**src/rtl/snake_pkg.sv**
```systemverilog
// Shared snake-game definitions: grid geometry, apple-spawn FSM states,
// the cell-coordinate payload and the cell-to-pixel helper.
package snake_pkg;

  localparam int unsigned GRID_W  = 32;
  localparam int unsigned GRID_H  = 24;
  localparam int unsigned CELL_PX = 20;
  localparam int unsigned CELL_W  = 5;
  localparam int unsigned PIX_W   = 10;
  localparam int unsigned LFSR_W  = 10;
  localparam int unsigned SCORE_W = 8;

  typedef enum logic [2:0] {
    ST_IDLE,
    ST_DRAW,
    ST_QUERY,
    ST_SCAN,
    ST_COMMIT,
    ST_HALT
  } state_e;

  typedef struct packed {
    logic [CELL_W-1:0] cx;
    logic [CELL_W-1:0] cy;
  } cell_t;

  // c * 20 as (c << 4) + (c << 2); 31 * 20 = 620 fits in 10 bits
  function automatic logic [PIX_W-1:0] cell_to_px(input logic [CELL_W-1:0] c);
    return PIX_W'({c, 4'b0000}) + PIX_W'({c, 2'b00});
  endfunction

endpackage

```
**src/rtl/lfsr10.sv**
```systemverilog
// Free-running 10-bit Fibonacci LFSR, taps 10 and 7, with synchronous reload.
// Ports: clk, rst_n (async active-low), i_load (reload seed), o_q (state).
module lfsr10 #(
  parameter logic [9:0] SEED = 10'h2A5
) (
  input  logic       clk,
  input  logic       rst_n,
  input  logic       i_load,
  output logic [9:0] o_q
);

  logic [9:0] r_q;

  // Shift toward the MSB, feedback from bits 10 and 7 (1-based) into bit 0
  always_ff @(posedge clk or negedge rst_n) begin
    if (!rst_n) begin
      r_q <= SEED;
    end else if (i_load) begin
      r_q <= SEED;
    end else begin
      r_q <= {r_q[8:0], r_q[9] ^ r_q[6]};
    end
  end

  assign o_q = r_q;

endmodule

```
**src/rtl/apple_spawn_ctrl.sv**
```systemverilog
// Apple placement sequencer for the snake game: detects the head eating the
// apple, draws random candidate cells, checks them against the body store
// over a req/ack handshake, falls back to a raster scan, publishes the apple.
// Ports: clk, reset (async active-low), endgame (sync restart),
//        headx/heady (head pixel), occ_req/occ_cx/occ_cy/occ_ack/occ_hit
//        (occupancy query), applex/appley/apple_valid (apple to renderer),
//        eat (eaten pulse), score_cnt (saturating), board_full.
module apple_spawn_ctrl
  import snake_pkg::*;
#(
  parameter int unsigned MAX_TRIES = 8,
  parameter logic [9:0]  LFSR_SEED = 10'h2A5,
  parameter int unsigned INIT_CX   = 10,
  parameter int unsigned INIT_CY   = 12
) (
  input  logic               clk,
  input  logic               reset,
  input  logic               endgame,
  input  logic [PIX_W-1:0]   headx,
  input  logic [PIX_W-1:0]   heady,
  output logic               occ_req,
  output logic [CELL_W-1:0]  occ_cx,
  output logic [CELL_W-1:0]  occ_cy,
  input  logic               occ_ack,
  input  logic               occ_hit,
  output logic [PIX_W-1:0]   applex,
  output logic [PIX_W-1:0]   appley,
  output logic               apple_valid,
  output logic               eat,
  output logic [SCORE_W-1:0] score_cnt,
  output logic               board_full
);

  localparam int unsigned      TRY_W     = $clog2(MAX_TRIES + 1);
  localparam logic [PIX_W-1:0] INIT_PX_X = cell_to_px(CELL_W'(INIT_CX));
  localparam logic [PIX_W-1:0] INIT_PX_Y = cell_to_px(CELL_W'(INIT_CY));

  state_e             r_state, w_state;
  logic [TRY_W-1:0]   r_try, w_try, w_try_inc;
  cell_t              r_cand, w_cand, w_cand_next, w_rand;
  logic               r_req, w_req;
  logic               r_eat, w_eat;
  logic [SCORE_W-1:0] r_score, w_score;
  logic               r_valid, w_valid;
  logic               r_full, w_full;
  logic [PIX_W-1:0]   r_applex, w_applex;
  logic [PIX_W-1:0]   r_appley, w_appley;
  logic [LFSR_W-1:0]  w_lfsr;
  logic               w_head_on_apple, w_rand_bad, w_cand_is_head, w_cand_last;

  lfsr10 #(.SEED(LFSR_SEED)) u_lfsr (
    .clk    (clk),
    .rst_n  (reset),
    .i_load (endgame),
    .o_q    (w_lfsr)
  );

  // Inputs are cell-aligned, so pixel equality is cell equality
  assign w_head_on_apple = (headx == r_applex) && (heady == r_appley);
  assign w_rand          = cell_t'{cx: w_lfsr[4:0], cy: w_lfsr[9:5]};
  assign w_rand_bad      = (w_rand.cy >= CELL_W'(GRID_H)) ||
                           ((headx == cell_to_px(w_rand.cx)) && (heady == cell_to_px(w_rand.cy)));
  assign w_cand_is_head  = (headx == cell_to_px(r_cand.cx)) && (heady == cell_to_px(r_cand.cy));
  assign w_cand_last     = (r_cand.cx == CELL_W'(GRID_W - 1)) && (r_cand.cy == CELL_W'(GRID_H - 1));
  assign w_try_inc       = r_try + TRY_W'(1);

  // Raster order, x fastest
  assign w_cand_next = (r_cand.cx == CELL_W'(GRID_W - 1)) ?
                       cell_t'{cx: '0, cy: r_cand.cy + CELL_W'(1)} :
                       cell_t'{cx: r_cand.cx + CELL_W'(1), cy: r_cand.cy};

  // State and datapath registers
  always_ff @(posedge clk or negedge reset) begin
    if (!reset) begin
      r_state  <= ST_IDLE;
      r_try    <= '0;
      r_cand   <= '0;
      r_req    <= 1'b0;
      r_eat    <= 1'b0;
      r_score  <= '0;
      r_valid  <= 1'b1;
      r_full   <= 1'b0;
      r_applex <= INIT_PX_X;
      r_appley <= INIT_PX_Y;
    end else begin
      r_state  <= w_state;
      r_try    <= w_try;
      r_cand   <= w_cand;
      r_req    <= w_req;
      r_eat    <= w_eat;
      r_score  <= w_score;
      r_valid  <= w_valid;
      r_full   <= w_full;
      r_applex <= w_applex;
      r_appley <= w_appley;
    end
  end

  // Next-state and next-output logic; endgame overrides everything
  always_comb begin
    w_state  = r_state;
    w_try    = r_try;
    w_cand   = r_cand;
    w_req    = r_req;
    w_eat    = 1'b0;
    w_score  = r_score;
    w_valid  = r_valid;
    w_full   = r_full;
    w_applex = r_applex;
    w_appley = r_appley;

    if (endgame) begin
      w_state  = ST_IDLE;
      w_try    = '0;
      w_cand   = '0;
      w_req    = 1'b0;
      w_score  = '0;
      w_valid  = 1'b1;
      w_full   = 1'b0;
      w_applex = INIT_PX_X;
      w_appley = INIT_PX_Y;
    end else begin
      case (r_state)
        ST_IDLE: begin
          if (r_valid && w_head_on_apple) begin
            w_eat   = 1'b1;
            w_valid = 1'b0;
            w_try   = '0;
            w_state = ST_DRAW;
            if (r_score != '1) w_score = r_score + SCORE_W'(1);
          end
        end

        ST_DRAW: begin
          if (r_try >= TRY_W'(MAX_TRIES)) begin
            w_cand  = '0;
            w_state = ST_SCAN;
          end else if (w_rand_bad) begin
            w_try = w_try_inc;
          end else begin
            w_cand  = w_rand;
            w_req   = 1'b1;
            w_state = ST_QUERY;
          end
        end

        ST_QUERY: begin
          if (occ_ack) begin
            w_req = 1'b0;
            if (!occ_hit) begin
              w_state = ST_COMMIT;
            end else begin
              w_try = w_try_inc;
              if (w_try_inc >= TRY_W'(MAX_TRIES)) begin
                w_cand  = '0;
                w_state = ST_SCAN;
              end else begin
                w_state = ST_DRAW;
              end
            end
          end
        end

        // req low: issue (or skip the head cell); req high: await ack
        ST_SCAN: begin
          if (!r_req) begin
            if (w_cand_is_head) begin
              if (w_cand_last) begin
                w_full  = 1'b1;
                w_state = ST_HALT;
              end else begin
                w_cand = w_cand_next;
              end
            end else begin
              w_req = 1'b1;
            end
          end else if (occ_ack) begin
            w_req = 1'b0;
            if (!occ_hit) begin
              w_state = ST_COMMIT;
            end else if (w_cand_last) begin
              w_full  = 1'b1;
              w_state = ST_HALT;
            end else begin
              w_cand = w_cand_next;
            end
          end
        end

        ST_COMMIT: begin
          w_applex = cell_to_px(r_cand.cx);
          w_appley = cell_to_px(r_cand.cy);
          w_valid  = 1'b1;
          w_state  = ST_IDLE;
        end

        ST_HALT: begin
          w_valid = 1'b0;
          w_full  = 1'b1;
        end

        default: w_state = ST_IDLE;
      endcase
    end
  end

  assign occ_req     = r_req;
  assign occ_cx      = r_cand.cx;
  assign occ_cy      = r_cand.cy;
  assign applex      = r_applex;
  assign appley      = r_appley;
  assign apple_valid = r_valid;
  assign eat         = r_eat;
  assign score_cnt   = r_score;
  assign board_full  = r_full;

endmodule

```
**config.mk**
```make
export PLATFORM = sky130hd
export DESIGN_NAME = apple_spawn_ctrl
export DESIGN_NICKNAME = d
export VERILOG_FILES = /design/src/rtl/snake_pkg.sv /design/src/rtl/lfsr10.sv /design/src/rtl/apple_spawn_ctrl.sv
export SDC_FILE = /design/constraint.sdc
export NUM_CORES = 1
export LEC_CHECK = 0
export CORE_UTILIZATION = 50
export DETAILED_ROUTE_END_ITERATION = 8
export DONT_BUFFER_PORTS = 1
export HOLD_SLACK_MARGIN = 0.05
export PLACE_DENSITY = 0.73
export SLEW_MARGIN = 20
export SYNTH_ARGS = -nofsm -noshare
export SYNTH_HDL_FRONTEND = slang
export SYNTH_SLANG_ARGS = --single-unit
```
**constraint.sdc**
```tcl
create_clock -name clk -period 3.8 [get_ports clk]
set_clock_uncertainty 0.2 [all_clocks]
set_input_delay 0.38 -clock clk [delete_from_list [all_inputs] [get_ports clk]]
set_output_delay 0.38 -clock clk [all_outputs]
set_load 0.02 [all_outputs]
```
==> flow_metrics.tcl, run 1 <==
set metrics [dict create \
    timing.final.crit_share_pct 94.0 \
    cp-end-kind "register" \
    synth-edff-count 0 \
    max_slew.worst_pin.slew_ns 0.710 \
    timing.final.ws_setup_ns 0.226 \
    p_leak_nw 1.87 \
    fin_util_pct 55.1 \
    commonest_cells_after_routing_fill_and_taps_aside "nor2_1, dfrtp_1, xnor2_1, nand2_1, ha_1" \
    chipWidth_um 93.7 \
    path_clk_slew_ns 0.11 \
    status "complete, no violations" \
    clock_latency_ns 0.32 \
    final_nets 513 \
    layout-drive-gt1-share_pct 11.6 \
    synth.yosys.seq_area_share_pct 33.1 \
    layout.cells.most_common "nor2_1" \
    initial_utilization_pct 51.4 \
    finalWirelength_um 11000 \
    critical_path_class "reg -> reg" \
    global_route.usage.total_pct 26.0 \
    ys_seq_elements 55 \
    p_int_mw 1.26 \
    synth.avg_cell_area_um2 9.12 \
    rr_endpoint "r_try[3]$_DFFE_PN0P_" \
    placed_area_um2 4350 \
    place_congestion 0.879 \
    floorplan.die_area_um2 8780 \
    worstRegToRegCells 10 \
    route.vias.total 3562 \
    syn_inst 461 \
    cts_tree "done" \
    min-delay-path-class "in -> reg" \
    port-buffer-count 0 \
    design.core.area_um2 8180 \
    yosysUniqueCellTypes 66 \
    dr.pass1.iters 5 \
    grt_util_met3_pct 7.20 \
    tns_ns 0 \
    yosysTopAreaCellShare_pct 25.0 \
    combinationalPowerShare_pct 46.8 \
    worst_hold_path_ep "r_state[1]$_DFFE_PN0P_" \
    grt_busiest_layer "met2" \
    power.density_nw_per_um2 495 \
    cp_max_fo 4 \
    timing.critical_path.from_type "register" \
    count_of_filler_cells_inserted_in_the_layout 732 \
    r2r_setup_slk_ns 0.23 \
    max_buffers_root_to_sink 2 \
    viasPerCell 6.23 \
    post-synth-top-area-cell "dfrtp_1" \
    count_of_maximum_capacitance_violations 0 \
    max_clock_freq_mhz 280 \
    postSynth.asyncResetShare_pct 100 \
    cts.repair_timing.setup_buffer_count 0 \
    number_of_cts_inserted_buffers 5 \
    use_met1_pct 32.1 \
    htree_levels 2 \
    fin_crit_ns 3.57 \
    timing.final.hold_violations 0 \
    netSwitchingFraction_pct 43.4 \
    power_dissipated_by_switching_net_loads_mw 0.968 \
    global_route_wire_length_before_repair_um 17700 \
    clock_power_share_pct 16.1 \
    worst_ep_arrival_time_ns 3.58 \
    ant_nets 0 \
    detail_route.wl_per_cell_um 19.2 \
    hold_ws_ns 0.107 \
    fin_area_um2 4500 \
    fp.dieH_um 93.7 \
    rsz0062_at_grt "false" \
    use_met2_pct 45.2 \
    min-delay-start "endgame" \
    post-route-drc-count 0 \
    number_of_global_route_vias_before_repair 3637 \
    hold_path_depth 2 \
    row_count 33 \
    yosys_warnings 0 \
    timing.rr.start "u_lfsr.o_q[5]$_DFF_PN1_" \
    ys_dominant_reg_cell "dfrtp_1" \
    relSlewSlack_pct 52.7 \
    report.power.total_mw 2.23 \
    insertedDiodeCount 0 \
    congestion_overflow_gr 0 \
    numClockSinks 55 \
    seq_power_share_pct 37.1 \
    worst-endpoint-required_ns 3.81 \
    mappedNetlistArea_um2 4200 \
    ir_worst_vdd_uv 204 \
    i_o_pin_cnt 67 \
    drt_iter0_drc 272 \
    dpl_worst_slack_ns 0.227 \
    finalSetupViolCount 0 \
    finalNonFillerCells 572 \
    largest_net_degree_at_the_start_of_global_routing 56 \
    number_of_max_slew_violations_in_the_final_report 0 \
    root_buffer "clkbuf_8" \
    number_of_antenna_violations_at_the_first_check_in_global_routing 0 \
    place.detailed.instances 561 \
    area_growth_pct 7.12 \
    netlist_top_cells_area "dfrtp_1, dfstp_2, xnor2_1, ha_1, nor2_1" \
    post-dp-hpwl_um 8280 \
]
## cell usage after synthesis, types with 3 or more instances
cell type and count:
a21o_1 3, o21ai_0 15, nor3_1 10, clkbuf_1 17, dfrtp_1 42, and3_1 4
a211oi_1 4, nand3_1 17, nand2b_1 4, ha_1 18, and2_1 4, o22a_1 3
mux2i_1 6, nand4b_1 3, a32oi_1 4, or3_1 4, xor3_1 3, a22oi_1 4
a22o_1 6, a21oi_1 16, mux2_2 8, nor3b_1 4, nor4b_1 6, nand2_1 38
dfstp_2 13, nor4_1 7, buf_4 4, fa_1 4, nor2b_1 13, xnor2_1 39
inv_1 15, nand4_1 14, xor2_1 17, a31oi_1 7, nor2_1 47
## kinds of logic (layout without fill, tap and decap cells)
family / after synthesis / after routing / synth area share, %
buffers and inverters: 37 / 40 / 3.66
muxes: 15 / 15 / 3.84
xor gates and xnor gates: 61 / 61 / 14.4
DFF: 55 / 55 / 33.1
adders and majority gates: 22 / 22 / 7.26
and+or+nand+nor: 191 / 191 / 24.8
other: 1 / 4 / 0.0892
AOI/OAI and AO/OA: 79 / 79 / 12.7
## what timing repair did
action	CTS	global route
resized for setup	0	1
endpoints found under the setup margin	0	2
endpoints found under the hold margin	71	0
hold buffers	3	0
## worst max-delay path by stage
stage	from	endpoint	slack [ns]	cells after the start
2_1_floorplan	u_lfsr.o_q[5]$_DFF_PN1_	r_try[3]$_DFFE_PN0P_	0.44	10
3_3_place_gp	u_lfsr.o_q[5]$_DFF_PN1_	r_try[3]$_DFFE_PN0P_	0.33	10
3_5_place_dp	u_lfsr.o_q[5]$_DFF_PN1_	r_try[3]$_DFFE_PN0P_	0.23	10
4_1_cts	u_lfsr.o_q[5]$_DFF_PN1_	r_try[3]$_DFFE_PN0P_	0.19	10
5_1_grt	u_lfsr.o_q[5]$_DFF_PN1_	r_try[3]$_DFFE_PN0P_	0.06	10
6_report	u_lfsr.o_q[5]$_DFF_PN1_	r_try[3]$_DFFE_PN0P_	0.23	10
## sequential cells by signal, summed over array words and instances, names as in the netlist, 3 cells and up
| register | count |
|---|---|
| r_state | 3 |
| appley | 8 |
| applex | 8 |
| u_lfsr.o_q | 10 |
| r_try | 4 |
| occ_cx | 5 |
| occ_cy | 5 |
| score_cnt | 8 |
## final cells by class
cell class              count  area (µm²)  area share (%)
multi-input cells         372        2670            59.4
flip-flops and latches     55        1390            30.9
repair buffers             17         153            3.39
well taps                 105         131            2.92
clock buffers               7        86.3            1.92
inverters                  15        56.3            1.25
clock inverters             1        8.76           0.195
## layer usage
metal | vias up | wire length, µm
met1 | 1732 | 4560
met2 | 157 | 5320
met4 | 0 | 152
met3 | 16 | 946
met5 | - | 0
li1 | 1657 | -
## power groups by stage
stage | Combinational, mW | Clock (mW) | Sequential [mW]
2_1_floorplan | 0.737 | 0 | 0.832
3_3_place_gp | 0.992 | 0 | 0.830
3_5_place_dp | 1.01 | 0 | 0.835
4_1_cts | 1.04 | 0.364 | 0.823
5_1_grt | 1.14 | 0.395 | 0.842
6_report | 1.04 | 0.360 | 0.827
## worst max-delay path: stages (launching register included)
cell and delay (ns):
dfstp_2 0.59, ha_1 0.18, inv_1 0.06, fa_1 0.49, xor2_1 0.22, nand2_1 0.06
or4_1 0.52, nor4_2 0.22, a31oi_1 0.24, a221oi_2 0.35, mux2_1 0.34
No activity file was read; power rests on OpenSTA's default activity.
==> run 2: changes to the inputs <==
CORE_MARGIN = 1.5   (was unset)
GPL_TIMING_DRIVEN = 1   (was unset)
==> run 2 against run 1 <==
Net effect:
- highest routed layer unchanged
- largest power group unchanged
- non-clock buffer count is the same
- total power shrank 1.3%
- sequential power shrank 2%
==> flow_metrics.tcl, run 2 (same netlist as run 1, synthesis figures left out) <==
set metrics [dict create \
    worstRegToRegCells 10 \
    post-dp-hpwl_um 8320 \
    dr.pass1.iters 6 \
    rr_endpoint "r_try[3]$_DFFE_PN0P_" \
    worstSetupEndpoint "r_try[3]$_DFFE_PN0P_" \
    worst-endpoint-required_ns 3.79 \
    root_buffer "clkbuf_8" \
    timing.rr.start "u_lfsr.o_q[5]$_DFF_PN1_" \
    fp.dieH_um 94.7 \
    layout.cells.most_common "nor2_1" \
    viasPerCell 6.17 \
    number_of_max_slew_violations_in_the_final_report 0 \
    crit_path_cell_count 10 \
    critical_path_class "reg -> reg" \
    detail_route.wl_per_cell_um 19.2 \
    grt_busiest_layer "met2" \
    r2r_setup_slk_ns 0.17 \
    post-route-drc-count 0 \
    design.core.area_um2 8180 \
    cp_cell_sequence "ha_1, inv_1, fa_1, xor2_1, nand2_1, or4_1, nor4_1, a31oi_1, a221oi_2, mux2_1" \
    clock_latency_ns 0.32 \
    largest_net_degree_at_the_start_of_global_routing 56 \
    cp.buffers_inverters 1 \
    layout-drive-gt1-share_pct 11.3 \
    relSlewSlack_pct 45.9 \
    p_leak_nw 1.86 \
    cts_tree "done" \
    cts.repair_timing.setup_buffer_count 0 \
    number_of_antenna_violations_at_the_first_check_in_global_routing 0 \
    flip_flop_count_of_the_largest_register_after_layout 10 \
    path_clk_slew_ns 0.11 \
    ant_nets 0 \
    max_clock_freq_mhz 275 \
    congestion_overflow_gr 0 \
    cp-end-kind "register" \
    final_nets 513 \
    number_of_cts_inserted_buffers 5 \
    htree_levels 2 \
    drt_iter0_drc 265 \
    insertedDiodeCount 0 \
    numClockSinks 55 \
    count_of_maximum_capacitance_violations 0 \
    floorplan.die_area_um2 8960 \
    use_met1_pct 32.1 \
    worst_ep_arrival_time_ns 3.63 \
    critPathMaxStageDelay_ns 0.57 \
    rsz0062_at_grt "false" \
    use_met2_pct 43.0 \
    hold_ws_ns 0.0989 \
    area_growth_pct 6.76 \
    commonest_cells_after_routing_fill_and_taps_aside "nor2_1, dfrtp_1, xnor2_1, nand2_1, ha_1" \
    row_count 33 \
    timing.final.crit_share_pct 95.7 \
    chipWidth_um 94.7 \
    route.vias.total 3529 \
    finalWirelength_um 11000 \
    global_route.usage.total_pct 25.2 \
    initial_utilization_pct 51.4 \
    max_slew.worst_pin.slew_ns 0.800 \
    timing.final.hold_violations 0 \
    place_congestion 0.926 \
    timing.critical_path.from_type "register" \
    ir_worst_vdd_uv 186 \
    fin_crit_ns 3.63 \
    worst_path_max_delay_cell "dfstp_2" \
    tns_ns 0 \
    i_o_pin_cnt 67 \
    min-delay-path-class "in -> reg" \
    status "complete, no violations" \
    finalSetupViolCount 0 \
    max_buffers_root_to_sink 2 \
    cp_max_fo 4 \
    power.density_nw_per_um2 490 \
    timing.critical_path.max_delay_family "simple AND/OR/NAND/NOR gates" \
    port-buffer-count 0 \
    number_of_global_route_vias_before_repair 3488 \
    grt_util_met3_pct 5.31 \
    critical_path.startpoint "u_lfsr.o_q[5]$_DFF_PN1_" \
    global_route_wire_length_before_repair_um 17400 \
]
[run 2: changes by cell type in the layout (fill, tap and decap cells not counted)]
| cell | previous run | this run |
|---|---|---|
| nor4_2 | 2 | 1 |
| clkinv_2 | 0 | 1 |
| clkbuf_8 | 6 | 5 |
| nor4_1 | 6 | 7 |
[run 2: cell type report]
cell class / count / area, µm²
fill: 734 / 3690
multi-input combinational: 372 / 2670
sequential: 55 / 1390
timing repair buffer: 17 / 153
tap: 105 / 131
clock buffer: 6 / 72.6
inverter: 15 / 56.3
clock inverter: 2 / 13.8
[run 2: stage by stage]
step | power (mW) | setup slack, ns | util [%] | cells | instance area (µm²)
after floorplan | 1.57 | 0.437 | - | 464 | 4210
after global placement | 1.83 | 0.334 | 53.2 | 561 | 4350
after detailed placement | 1.85 | 0.234 | 53.2 | 561 | 4350
after CTS | 2.20 | 0.202 | 54.9 | 572 | 4490
after global routing | 2.34 | 0.00567 | 54.9 | 572 | 4490
final | 2.20 | 0.165 | 54.9 | 572 | 4490
[run 2: worst min path at each step]
stage	cells past startpoint	endpoint	slack, ns	startpoint
6_report	2	r_state[1]$_DFFE_PN0P_	0.1	endgame
3_3_place_gp	0	applex[5]$_DFFE_PN0P_	-0.11	reset
4_1_cts	2	r_state[1]$_DFFE_PN0P_	0.08	endgame
2_1_floorplan	0	applex[2]$_DFFE_PN0P_	-0.12	reset
3_5_place_dp	0	applex[5]$_DFFE_PN0P_	-0.11	reset
5_1_grt	2	r_state[1]$_DFFE_PN0P_	0.11	endgame
[run 2: routing by layer]
metal | part of all wire, % | vias up
li1 | - | 1653
met5 | 0 | -
met3 | 7.9 | 18
met4 | 1.9 | 0
met1 | 42 | 1724
met2 | 48 | 134
[run 2: report_power, final]
group | internal, mW | total, mW | switching, mW
Clock | 0.131 | 0.330 | 0.199
Combinational | 0.442 | 1.06 | 0.614
Sequential | 0.669 | 0.813 | 0.145
[run 2: what timing repair did]
| item | CTS | global route |
|---|---|---|
| hold buffers | 3 | 0 |
| hold endpoints to repair | 71 | 0 |
| gates resized for setup | 0 | 0 |
==> run 3: changes to the inputs <==
RECOVER_POWER = 25   (was unset)
==> run 3 against run 2 <==
Net effect:
- the run now ends with max-capacitance violations, max-slew violations left
- worst setup slack gained 0.0050 ns
- critical path depth did not move
- cell area shrank 0.33%
==> flow_metrics.tcl, run 3 (same netlist as run 1, synthesis figures left out) <==
set metrics [dict create \
    r2r_setup_slk_ns 0.17 \
    hold_ws_ns 0.102 \
    layout.cells.most_common "nor2_1" \
    route.vias.total 3537 \
    fin_util_pct 54.7 \
    path_clk_slew_ns 0.11 \
    fp.dieH_um 94.7 \
    finalSetupViolCount 0 \
    port-buffer-count 0 \
    placed_area_um2 4350 \
    numClockSinks 55 \
    hold_path_depth 2 \
    p_leak_nw 1.86 \
    worst-endpoint-required_ns 3.79 \
    place.detailed.instances 561 \
    chipWidth_um 94.7 \
    timing.final.ws_setup_ns 0.170 \
    critical_path_class "reg -> reg" \
    rsz0062_at_grt "false" \
    power.density_nw_per_um2 492 \
    critPathMaxStageDelay_ns 0.57 \
    root_buffer "clkbuf_8" \
    number_of_global_route_vias_before_repair 3488 \
    min-delay-path-class "in -> reg" \
    count_of_maximum_capacitance_violations 1 \
    worst_path_max_delay_cell "dfstp_2" \
    insertedDiodeCount 0 \
    post-dp-hpwl_um 8320 \
    commonest_cells_after_routing_fill_and_taps_aside "nor2_1, dfrtp_1, xnor2_1, nand2_1, ha_1" \
    floorplan.die_area_um2 8960 \
    number_of_cts_inserted_buffers 5 \
    final_nets 513 \
    status "finished, violations left" \
    tns_ns 0 \
    number_of_antenna_violations_at_the_first_check_in_global_routing 0 \
    ant_nets 0 \
    cts.repair_timing.setup_buffer_count 0 \
    dr.pass1.iters 5 \
    cp_max_fo 4 \
    timing.final.hold_violations 0 \
    number_of_max_slew_violations_in_the_final_report 56 \
    report.power.total_mw 2.20 \
    timing.critical_path.max_delay_family "simple AND/OR/NAND/NOR gates" \
    relSlewSlack_pct -64.9 \
    finalWirelength_um 11000 \
    timing.rr.start "u_lfsr.o_q[5]$_DFF_PN1_" \
    rr_endpoint "r_try[3]$_DFFE_PN0P_" \
    finalNonFillerCells 572 \
    detail_route.wl_per_cell_um 19.2 \
    initial_utilization_pct 51.4 \
    ir_worst_vdd_uv 187 \
    area_growth_pct 6.40 \
    post-route-drc-count 0 \
    flip_flop_count_of_the_largest_register_after_layout 10 \
    global_route.usage.total_pct 25.2 \
    cp-end-kind "register" \
    place_congestion 0.926 \
    route.met3.wl_um 911 \
    congestion_overflow_gr 0 \
    cp_cell_sequence "ha_1, inv_1, fa_1, xor2_1, nand2_1, or4_1, nor4_1, a31oi_1, a221oi_2, mux2_1" \
    dpl_worst_slack_ns 0.234 \
    wl_met1_um 4640 \
    max_clock_freq_mhz 276 \
    cts_tree "done" \
    timing.critical_path.from_type "register" \
    i_o_pin_cnt 67 \
    worstRegToRegCells 10 \
    viasPerCell 6.18 \
    worst_ep_arrival_time_ns 3.62 \
    max_slew.worst_pin.slew_ns 2.47 \
    min-delay-start "endgame" \
    htree_levels 2 \
    fin_area_um2 4470 \
    global_route_wire_length_before_repair_um 17400 \
    design.core.area_um2 8180 \
    layout-drive-gt1-share_pct 11.1 \
    cp.buffers_inverters 1 \
    clock_latency_ns 0.32 \
    fin_crit_ns 3.63 \
    top_layer_used "met4" \
    drt_iter0_drc 227 \
    worst_hold_path_ep "r_state[1]$_DFFE_PN0P_" \
    max_buffers_root_to_sink 2 \
    met2_length_um 5210 \
    violations "max-capacitance violations, max-slew violations" \
    row_count 33 \
    timing.final.crit_share_pct 95.5 \
    largest_net_degree_at_the_start_of_global_routing 56 \
]
==> run 3: changes by cell type in the layout (fill, tap and decap cells not counted) <==
cell,change
dlymetal6s4s_1,+1
buf_16,-1
==> run 3: report_power, final <==
part	internal, mW	switching (mW)	total (mW)
Combinational	0.440	0.614	1.05
Clock	0.131	0.201	0.332
Sequential	0.669	0.146	0.814
Total	1.24	0.961	2.20
==> run 3: area by class of cell <==
type | instances | area [µm²]
fill | 736 | 3700
multi-input combinational | 372 | 2670
sequential | 55 | 1390
timing repair buffer | 17 | 138
tap | 105 | 131
clock buffer | 6 | 72.6
inverter | 15 | 56.3
clock inverter | 2 | 13.8
==> run 3: timing repair <==
item / CTS / global route
setup endpoints to repair: 0 / 0
gates resized for setup: 0 / 0
endpoints found under the hold margin: 71 / 0
hold buffers: 3 / 0
==> run 3: worst max-delay path by stage <==
stage | start | endpoint | slack, ns | cells after the start
after floorplan | u_lfsr.o_q[5]$_DFF_PN1_ | r_try[3]$_DFFE_PN0P_ | 0.44 | 10
final | u_lfsr.o_q[5]$_DFF_PN1_ | r_try[3]$_DFFE_PN0P_ | 0.17 | 10
after CTS | u_lfsr.o_q[5]$_DFF_PN1_ | r_try[3]$_DFFE_PN0P_ | 0.20 | 10
after detailed placement | u_lfsr.o_q[5]$_DFF_PN1_ | r_try[3]$_DFFE_PN0P_ | 0.23 | 10
after global placement | u_lfsr.o_q[5]$_DFF_PN1_ | r_try[3]$_DFFE_PN0P_ | 0.33 | 10
after global routing | u_lfsr.o_q[5]$_DFF_PN1_ | r_try[3]$_DFFE_PN0P_ | 0.006 | 10
==> run 3: routing by layer <==
layer	track usage, %	vias up
met5	0	-
met4	6.97	0
met3	5.31	18
met2	43.0	163
met1	32.1	1705
li1	-	1651
